===== src/rtl/instr_issue_sequencer.sv =====
// Round-robin merge of two instruction sources into a FIFO, issued one at a time
// to the processor with an arm (sig low) / execute (sig high) handshake and a timeout.
module instr_issue_sequencer #(
  parameter int INSTR_W = 34,
  parameter int DEPTH   = 4,
  parameter int TIMEOUT = 31
) (
  input  logic                     clk,
  input  logic                     rst_n,
  input  logic                     req0_valid,
  input  logic [INSTR_W-1:0]       req0_instr,
  output logic                     req0_ready,
  input  logic                     req1_valid,
  input  logic [INSTR_W-1:0]       req1_instr,
  output logic                     req1_ready,
  output logic [INSTR_W-1:0]       proc_instr,
  output logic                     proc_instr_sig,
  input  logic                     proc_done,
  output logic                     busy,
  output logic [$clog2(DEPTH):0]   fifo_count,
  output logic [15:0]              issued_cnt,
  output logic                     timeout_err,
  output logic [1:0]               state_dbg
);

  localparam int AW = $clog2(DEPTH);
  localparam int CW = AW + 1;
  localparam int TW = $clog2(TIMEOUT + 1);

  typedef enum logic [1:0] {
    IDLE   = 2'd0,
    ARM    = 2'd1,
    EXEC   = 2'd2,
    RETIRE = 2'd3
  } state_t;

  state_t             state_q, state_d;
  logic [INSTR_W-1:0] mem_q [DEPTH];
  logic [AW-1:0]      wr_ptr_q, wr_ptr_d, rd_ptr_q, rd_ptr_d;
  logic [CW-1:0]      count_q, count_d;
  logic               rr_q, rr_d;
  logic [INSTR_W-1:0] proc_instr_q, proc_instr_d;
  logic               sig_q, sig_d;
  logic               busy_q, busy_d;
  logic [15:0]        issued_q, issued_d;
  logic               timeout_q, timeout_d;
  logic [TW-1:0]      timer_q, timer_d;

  logic               full, gnt0, gnt1, push, pop;
  logic [INSTR_W-1:0] push_data;

  // Handshake: a source transfers on a rising edge where valid and ready are both 1.
  // ready is combinational, never depends on a same-cycle pop, and at most one is high.
  always_comb begin
    full      = (count_q == CW'(DEPTH));
    gnt0      = !full && req0_valid && (!req1_valid || !rr_q);
    gnt1      = !full && req1_valid && (!req0_valid ||  rr_q);
    push      = gnt0 || gnt1;
    push_data = gnt0 ? req0_instr : req1_instr;
    pop       = (state_q == IDLE) && (count_q != '0);

    // rr_q names the source that wins a tie; it moves only on a transfer
    rr_d = rr_q;
    if (gnt0)      rr_d = 1'b1;
    else if (gnt1) rr_d = 1'b0;

    wr_ptr_d = push ? wr_ptr_q + 1'b1 : wr_ptr_q;
    rd_ptr_d = pop  ? rd_ptr_q + 1'b1 : rd_ptr_q;
    count_d  = count_q;
    case ({push, pop})
      2'b10:   count_d = count_q + 1'b1;
      2'b01:   count_d = count_q - 1'b1;
      default: count_d = count_q;
    endcase
  end

  always_comb begin
    state_d      = state_q;
    timer_d      = timer_q;
    issued_d     = issued_q;
    timeout_d    = timeout_q;
    proc_instr_d = proc_instr_q;
    case (state_q)
      IDLE: begin
        if (pop) begin
          proc_instr_d = mem_q[rd_ptr_q];
          state_d      = ARM;
        end
      end
      ARM: begin
        timer_d = '0;
        state_d = EXEC;
      end
      EXEC: begin
        // done takes priority over a timeout landing on the same cycle
        if (proc_done) begin
          issued_d = issued_q + 16'd1;
          state_d  = RETIRE;
        end else if (timer_q == TW'(TIMEOUT - 1)) begin
          timeout_d = 1'b1;
          state_d   = RETIRE;
        end else begin
          timer_d = timer_q + 1'b1;
        end
      end
      RETIRE: begin
        timer_d = '0;
        state_d = IDLE;
      end
      default: state_d = IDLE;
    endcase
    sig_d  = (state_d == EXEC);
    busy_d = (state_d != IDLE);
  end

  always_ff @(posedge clk or negedge rst_n) begin
    if (!rst_n) begin
      state_q      <= IDLE;
      wr_ptr_q     <= '0;
      rd_ptr_q     <= '0;
      count_q      <= '0;
      rr_q         <= 1'b0;
      proc_instr_q <= '0;
      sig_q        <= 1'b0;
      busy_q       <= 1'b0;
      issued_q     <= '0;
      timeout_q    <= 1'b0;
      timer_q      <= '0;
    end else begin
      state_q      <= state_d;
      wr_ptr_q     <= wr_ptr_d;
      rd_ptr_q     <= rd_ptr_d;
      count_q      <= count_d;
      rr_q         <= rr_d;
      proc_instr_q <= proc_instr_d;
      sig_q        <= sig_d;
      busy_q       <= busy_d;
      issued_q     <= issued_d;
      timeout_q    <= timeout_d;
      timer_q      <= timer_d;
    end
  end

  always_ff @(posedge clk) begin
    if (push) mem_q[wr_ptr_q] <= push_data;
  end

  assign req0_ready     = gnt0;
  assign req1_ready     = gnt1;
  assign proc_instr     = proc_instr_q;
  assign proc_instr_sig = sig_q;
  assign busy           = busy_q;
  assign fifo_count     = count_q;
  assign issued_cnt     = issued_q;
  assign timeout_err    = timeout_q;
  assign state_dbg      = state_q;

endmodule


===== config.mk =====
export PLATFORM = sky130hd
export DESIGN_NAME = instr_issue_sequencer
export DESIGN_NICKNAME = d
export VERILOG_FILES = /design/src/rtl/instr_issue_sequencer.sv
export SDC_FILE = /design/constraint.sdc
export NUM_CORES = 1
export LEC_CHECK = 0
export ABC_CLOCK_PERIOD_IN_PS = 3000
export BUFFER_PORTS_ARGS = -buffer_cell sky130_fd_sc_hd__buf_2
export CORE_UTILIZATION = 30
export CTS_CLUSTER_SIZE = 10
export DETAILED_ROUTE_END_ITERATION = 12
export PLACE_DENSITY = 0.53
export SLEW_MARGIN = 20
export SYNTH_ARGS = -nofsm -noshare
export SYNTH_HDL_FRONTEND = slang
export SYNTH_SLANG_ARGS = --single-unit

===== constraint.sdc =====
create_clock -name clk -period 3 [get_ports clk]
set_clock_uncertainty 0.1 [all_clocks]
set_input_delay 0 -clock clk [delete_from_list [all_inputs] [get_ports clk]]
set_output_delay 0 -clock clk [all_outputs]
set_load 0.005 [all_outputs]

# After elaboration in Yosys (flattened, before gate mapping)
# Memories as Yosys holds them, arrays and structs flattened. A register that Yosys moved wholly into a read port is not among the register bits.
# Cells that the tools add are included.
# word_totals
regBits	34
ramBits	136
in_bits	73
output_inout_bits	60
wordCells	65
n_memories	1
# mem_list
name	depth	word_bits	read_ports	rd_clocked_by_memory_dff	write_ports	line_no	text
mem_q	4	34	1	1	1	38	logic [INSTR_W-1:0] mem_q [DEPTH];
# classes
n_addsub	6
eq_ne	10
n_mux	13
bitwise_logic	1
reduce_logical	24
# op_table
op	count
$mux W34	1
$add A16 B1 Y16 const B	1
$mux W5	2
$pmux W5 S2	1
$eq A2 B2 Y1 const B	4
$pmux W2 S4	1
$reduce_bool A2 Y1	4
$mux W2	3
$pmux W3 S2	1
$reduce_and A3 Y1	2
$add A5 B1 Y5 const B	1
$eq A5 B5 Y1 const B	1
$logic_and A1 B1 Y1	5
$logic_not A1 Y1	5
$add A2 B1 Y2 const B	2
$eq A2 B1 Y1 const B	2
$mux W1	4
$ne A2 B2 Y1 const B	2
$reduce_and A2 Y1	2
$add A3 B1 Y3 const B	1
$eq A3 B3 Y1 const B	1
$logic_or A1 B1 Y1	3
$reduce_bool A3 Y1	1
$sub A3 B1 Y3 const B	1
3 further kinds	3

# Depth between registers and ports, before layout
# depth
word_depth	7
depth_mapped	11
mapped_depth_nobuf	10

# Worst setup path before layout
# OpenSTA, ideal clock, no wires.
# synth_path
path_type	register to register
from	register state_q[0], in the netlist state_dbg[0]
to	register count_q[2], in the netlist fifo_count[2]
setup_ns	0.079
t_arrival_ns	2.297
setup_slack_ns	0.524
path_stages_with_launch	12
cell_sequence	dfrtp_1 -> inv_1 -> ha_1 -> o31ai_4 -> inv_2 -> buf_1 -> ha_1 -> inv_1 -> fa_1 -> xor2_1 -> nor2_1 -> xor2_1
# synth_between
elab_chain_cells	4
word_cells_on_any_way	6
# synth_lines
item	line_no	text
from (decl)	37	state_t state_q, state_d;
from (signal assigned)	130	state_q <= state_d;
$logic_not A2 Y1 (*)	60	pop = (state_q == IDLE) && (count_q != '0);
$logic_and A1 B1 Y1 (*)	60	
named net pop	49	logic full, gnt0, gnt1, push, pop;
$eq A2 B1 Y1 or $eq A2 B2 Y1 (tied branches)	70	case ({push, pop})
$pmux W3 S2 or $reduce_bool A2 Y1 (tied branches)	-	
to (signal assigned)	133	count_q <= count_d;
to (decl)	40	logic [CW-1:0] count_q, count_d;
# The timed path passes the listed nets; every way through them passes the cells marked *.
# A chain may end at the register's enable or synchronous reset.

# Worst setup path after layout
# layout_path
from	register count_q[0], in the netlist fifo_count[0]
to	memory mem_q[0][16] (data pin)
# layout_between
elab_chain_cells	5
# layout_lines
item	line_no	text
$eq A3 B3 Y1	55	full = (count_q == CW'(DEPTH));
$logic_not A1 Y1	56	gnt0 = !full && req0_valid && (!req1_valid || !rr_q);
$logic_and A1 B1 Y1 (2 in series)	56	
$mux W34	59	push_data = gnt0 ? req0_instr : req1_instr;
named net push_data[16]	50	logic [INSTR_W-1:0] push_data;
to (decl)	38	
# The timed path passes the listed nets, and every way through them passes these cells.

==> metrics.md <==
| Metric | Value |
|---|---|
| Post-synthesis instance total | 514 |
| FF-to-FF setup slack | 0.19 ns |
| Synthesized net count | 600 |
| Die height | 168 um |
| Grt total ovfl | 0 |
| Post-route clock period utilization | 93.7% |
| Leakage | 0.00441 uW |
| CTS tree | done |
| Largest net degree at the start of global routing | 69 |
| MaxCap Viol Count | 0 |
| I/O pins | 133 |
| YS warnings | 0 |
| DIE AREA | 0.0282 mm^2 |
| Max-slew violations | 0 |
| Area Growth Syn to Fin | 31.2% |
| Routability cong. | 0.784 |
| Worst-Margin Slew | 0.950 ns |
| Drt first pass iters | 4 |
| Standard-cell rows | 60 |
| R2R depth | 6 |
| DP Worst Slack | 0.626 ns |
| Commonest non-fill, non-tap cells in the layout | edfxtp_1 (136), buf_2 (131), nand2_1 (116) |
| Final hold viol count | 0 |
| Async set-reset flop share out of synthesis | 33.3% |
| Library cells used by synthesis | 40 |
| Core Area | 0.0270 mm^2 |
| Setup TNS | 0 ns |
| Share of cells above drive strength 1 | 33.2% |
| EDFF count, synth | 136 |
| Unrepaired setup endpoints after global routing | false |
| DR vias/cell | 4.60 |
| Post-CTS setup buffer count | 0 |
| Status | finished, final reports clean |
| Util after Layout | 40.1% |
| HPWL after DPL | 11.3 mm |
| Reg2reg end | mem_q[0][16] |
| Via Count | 5046 |
| WHS | 0.0850 ns |
| CP arrival | 2.95 ns |
| Register area share after synthesis | 70.2% |
| Clock Latency Late Sink | 0.52 ns |
| Final net count | 824 |
| #FFs+latches synth | 204 |
| Headroom to the max-slew limit | 36.7% |
| Total wire length | 18.4 mm |
| Worst-path clk slew | 0.06 ns |
| Top_reg_cell synth | edfxtp_1 |
| Clock Tree Root | clkbuf_16 |
| HP Class | primary input to async pin |
| Clk buf depth | 3 |
| CTS Hold Bufs | 73 |
| Crit. End Element | flip-flop |
| Kind of critical path | flip-flop to flip-flop |
| Final setup fails | 0 |
| Die Wd | 168 um |
| TritonCTS Buffers | 25 |
| Most common cell after layout, fill and taps aside | edfxtp_1 |
| Reg2reg start | fifo_count[0] |
| Critical path peak fanout | 27 |
| Clk sinks | 204 |
| Worst path required time | 3.14 ns |
| PwrDens | 986 mW/mm^2 |
| Startpoint Class | flip-flop |
| Routed Antenna Nets | 0 |
| First-pass GRT wire length | 29.0 mm |
| Antenna Cells | 0 |
| Synthesized area | 0.00825 mm^2 |
| Min Tclk post-route | 2.81 ns |
| Avg Synthesized Cell Area | 16.0 um^2 |
| H-tree depth | 1 |
| Antenna violations before repair | 0 |
| Final worst slack | 0.189 ns |
| # port buffers | 132 |
| FMAX | 0.356 GHz |
| Starting Density | 30.6% |
| Maximum VDD drop | 0.000493 V |
| Vias in the first global route | 5342 |
| Routed WL per cell | 16.8 um |
| Post-CTS Resized | 0 |
| Initial drt markers | 231 |
| DRC | 0 |
| GRT Overall Usage | 13.4% |
cell usage after synthesis, types with 2 or more instances:
cell	n	area share, %
nor2_1	6	0.27
edfxtp_1	136	50
mux2_2	36	4.9
nand2_1	116	5.3
nor2b_1	2	0.15
clkbuf_1	6	0.27
a21oi_1	2	0.12
and3_1	4	0.30
inv_1	13	0.59
dfrtp_1	68	21
nand4_1	4	0.30
buf_2	8	0.49
o21ai_0	3	0.18
buf_1	4	0.18
ha_1	12	1.8
xnor2_1	15	1.6
nand3_1	11	0.67
o31ai_1	4	0.36
xor2_1	6	0.64
mux4_2	34	9.3
a31oi_1	2	0.15
and2_1	4	0.30
how the worst max path moves through the flow:
stage | from | to | slack (ns) | cells past startpoint
after floorplan | state_dbg[0] | fifo_count[2] | 0.52 | 11
after global placement | fifo_count[0] | fifo_count[2] | 0.82 | 10
after detailed placement | fifo_count[0] | fifo_count[2] | 0.63 | 10
after CTS | fifo_count[0] | mem_q[0][16] | 0.20 | 6
after global routing | fifo_count[0] | mem_q[0][16] | 0.08 | 6
final | fifo_count[0] | mem_q[0][16] | 0.19 | 6
registers in the layout, summed over array words and instances (netlist names):
| signal | flops |
|---|---|
| busy | 1 |
| fifo_count | 3 |
| wr_ptr_q | 2 |
| issued_cnt | 16 |
| proc_instr_sig | 1 |
| proc_instr | 34 |
| timer_q | 5 |
| timeout_err | 1 |
| mem_q | 136 |
| state_dbg | 2 |
| rd_ptr_q | 2 |
| rr_q | 1 |
per-layer routing:
layer	vias up	track usage (%)	share of wire [%]
met3	30	2.19	3.9
met1	2522	16.9	44
met5	-	0	0
met4	0	3.39	2.2
met2	149	23.7	50
li1	2345	-	-
power by group:
part           total [uW]  switching [uW]  internal, uW
clock                2680            1090          1590
sequential           4690             543          4140
combinational        3310            1740          1570
metrics by stage:
stage               total power (uW)  std cells  cell area (um^2)
global route                   11400       1097             10800
detailed placement              7970        979              9350
global placement                7820        979              9350
CTS                            10900       1097             10800
finish                         10700       1097             10800
floorplan                       6690        514              8250
logic make-up (layout without fill, tap and decap cells):
family / Yosys count / after routing / synth area share [%]
compound gates: 17 / 17 / 1.59
mux: 71 / 71 / 14.3
xor+xnor: 21 / 21 / 2.23
buf+inv: 32 / 274 / 1.58
fa+ha+maj: 13 / 13 / 2.06
flops: 204 / 204 / 70.2
simple gates: 156 / 156 / 8.06
critical path, cell delays in order, from the launching register on:
cell and delay [ns]:
dfrtp_1 0.44, inv_1 0.14, nand3_1 0.20, nand3_2 0.37
buf_12 0.27, mux2_2 0.37, dlygate4sd3_1 0.61
cell type report:
type | count | area, um^2
flip-flops and latches | 204 | 5790
repair buffers | 215 | 1480
multi-input cells | 278 | 2340
fillers | 2479 | 16100
clock inverters | 3 | 35.0
inverters | 14 | 52.6
well taps | 341 | 427
clock buffers | 42 | 699
(Power assumes the default switching activity.)
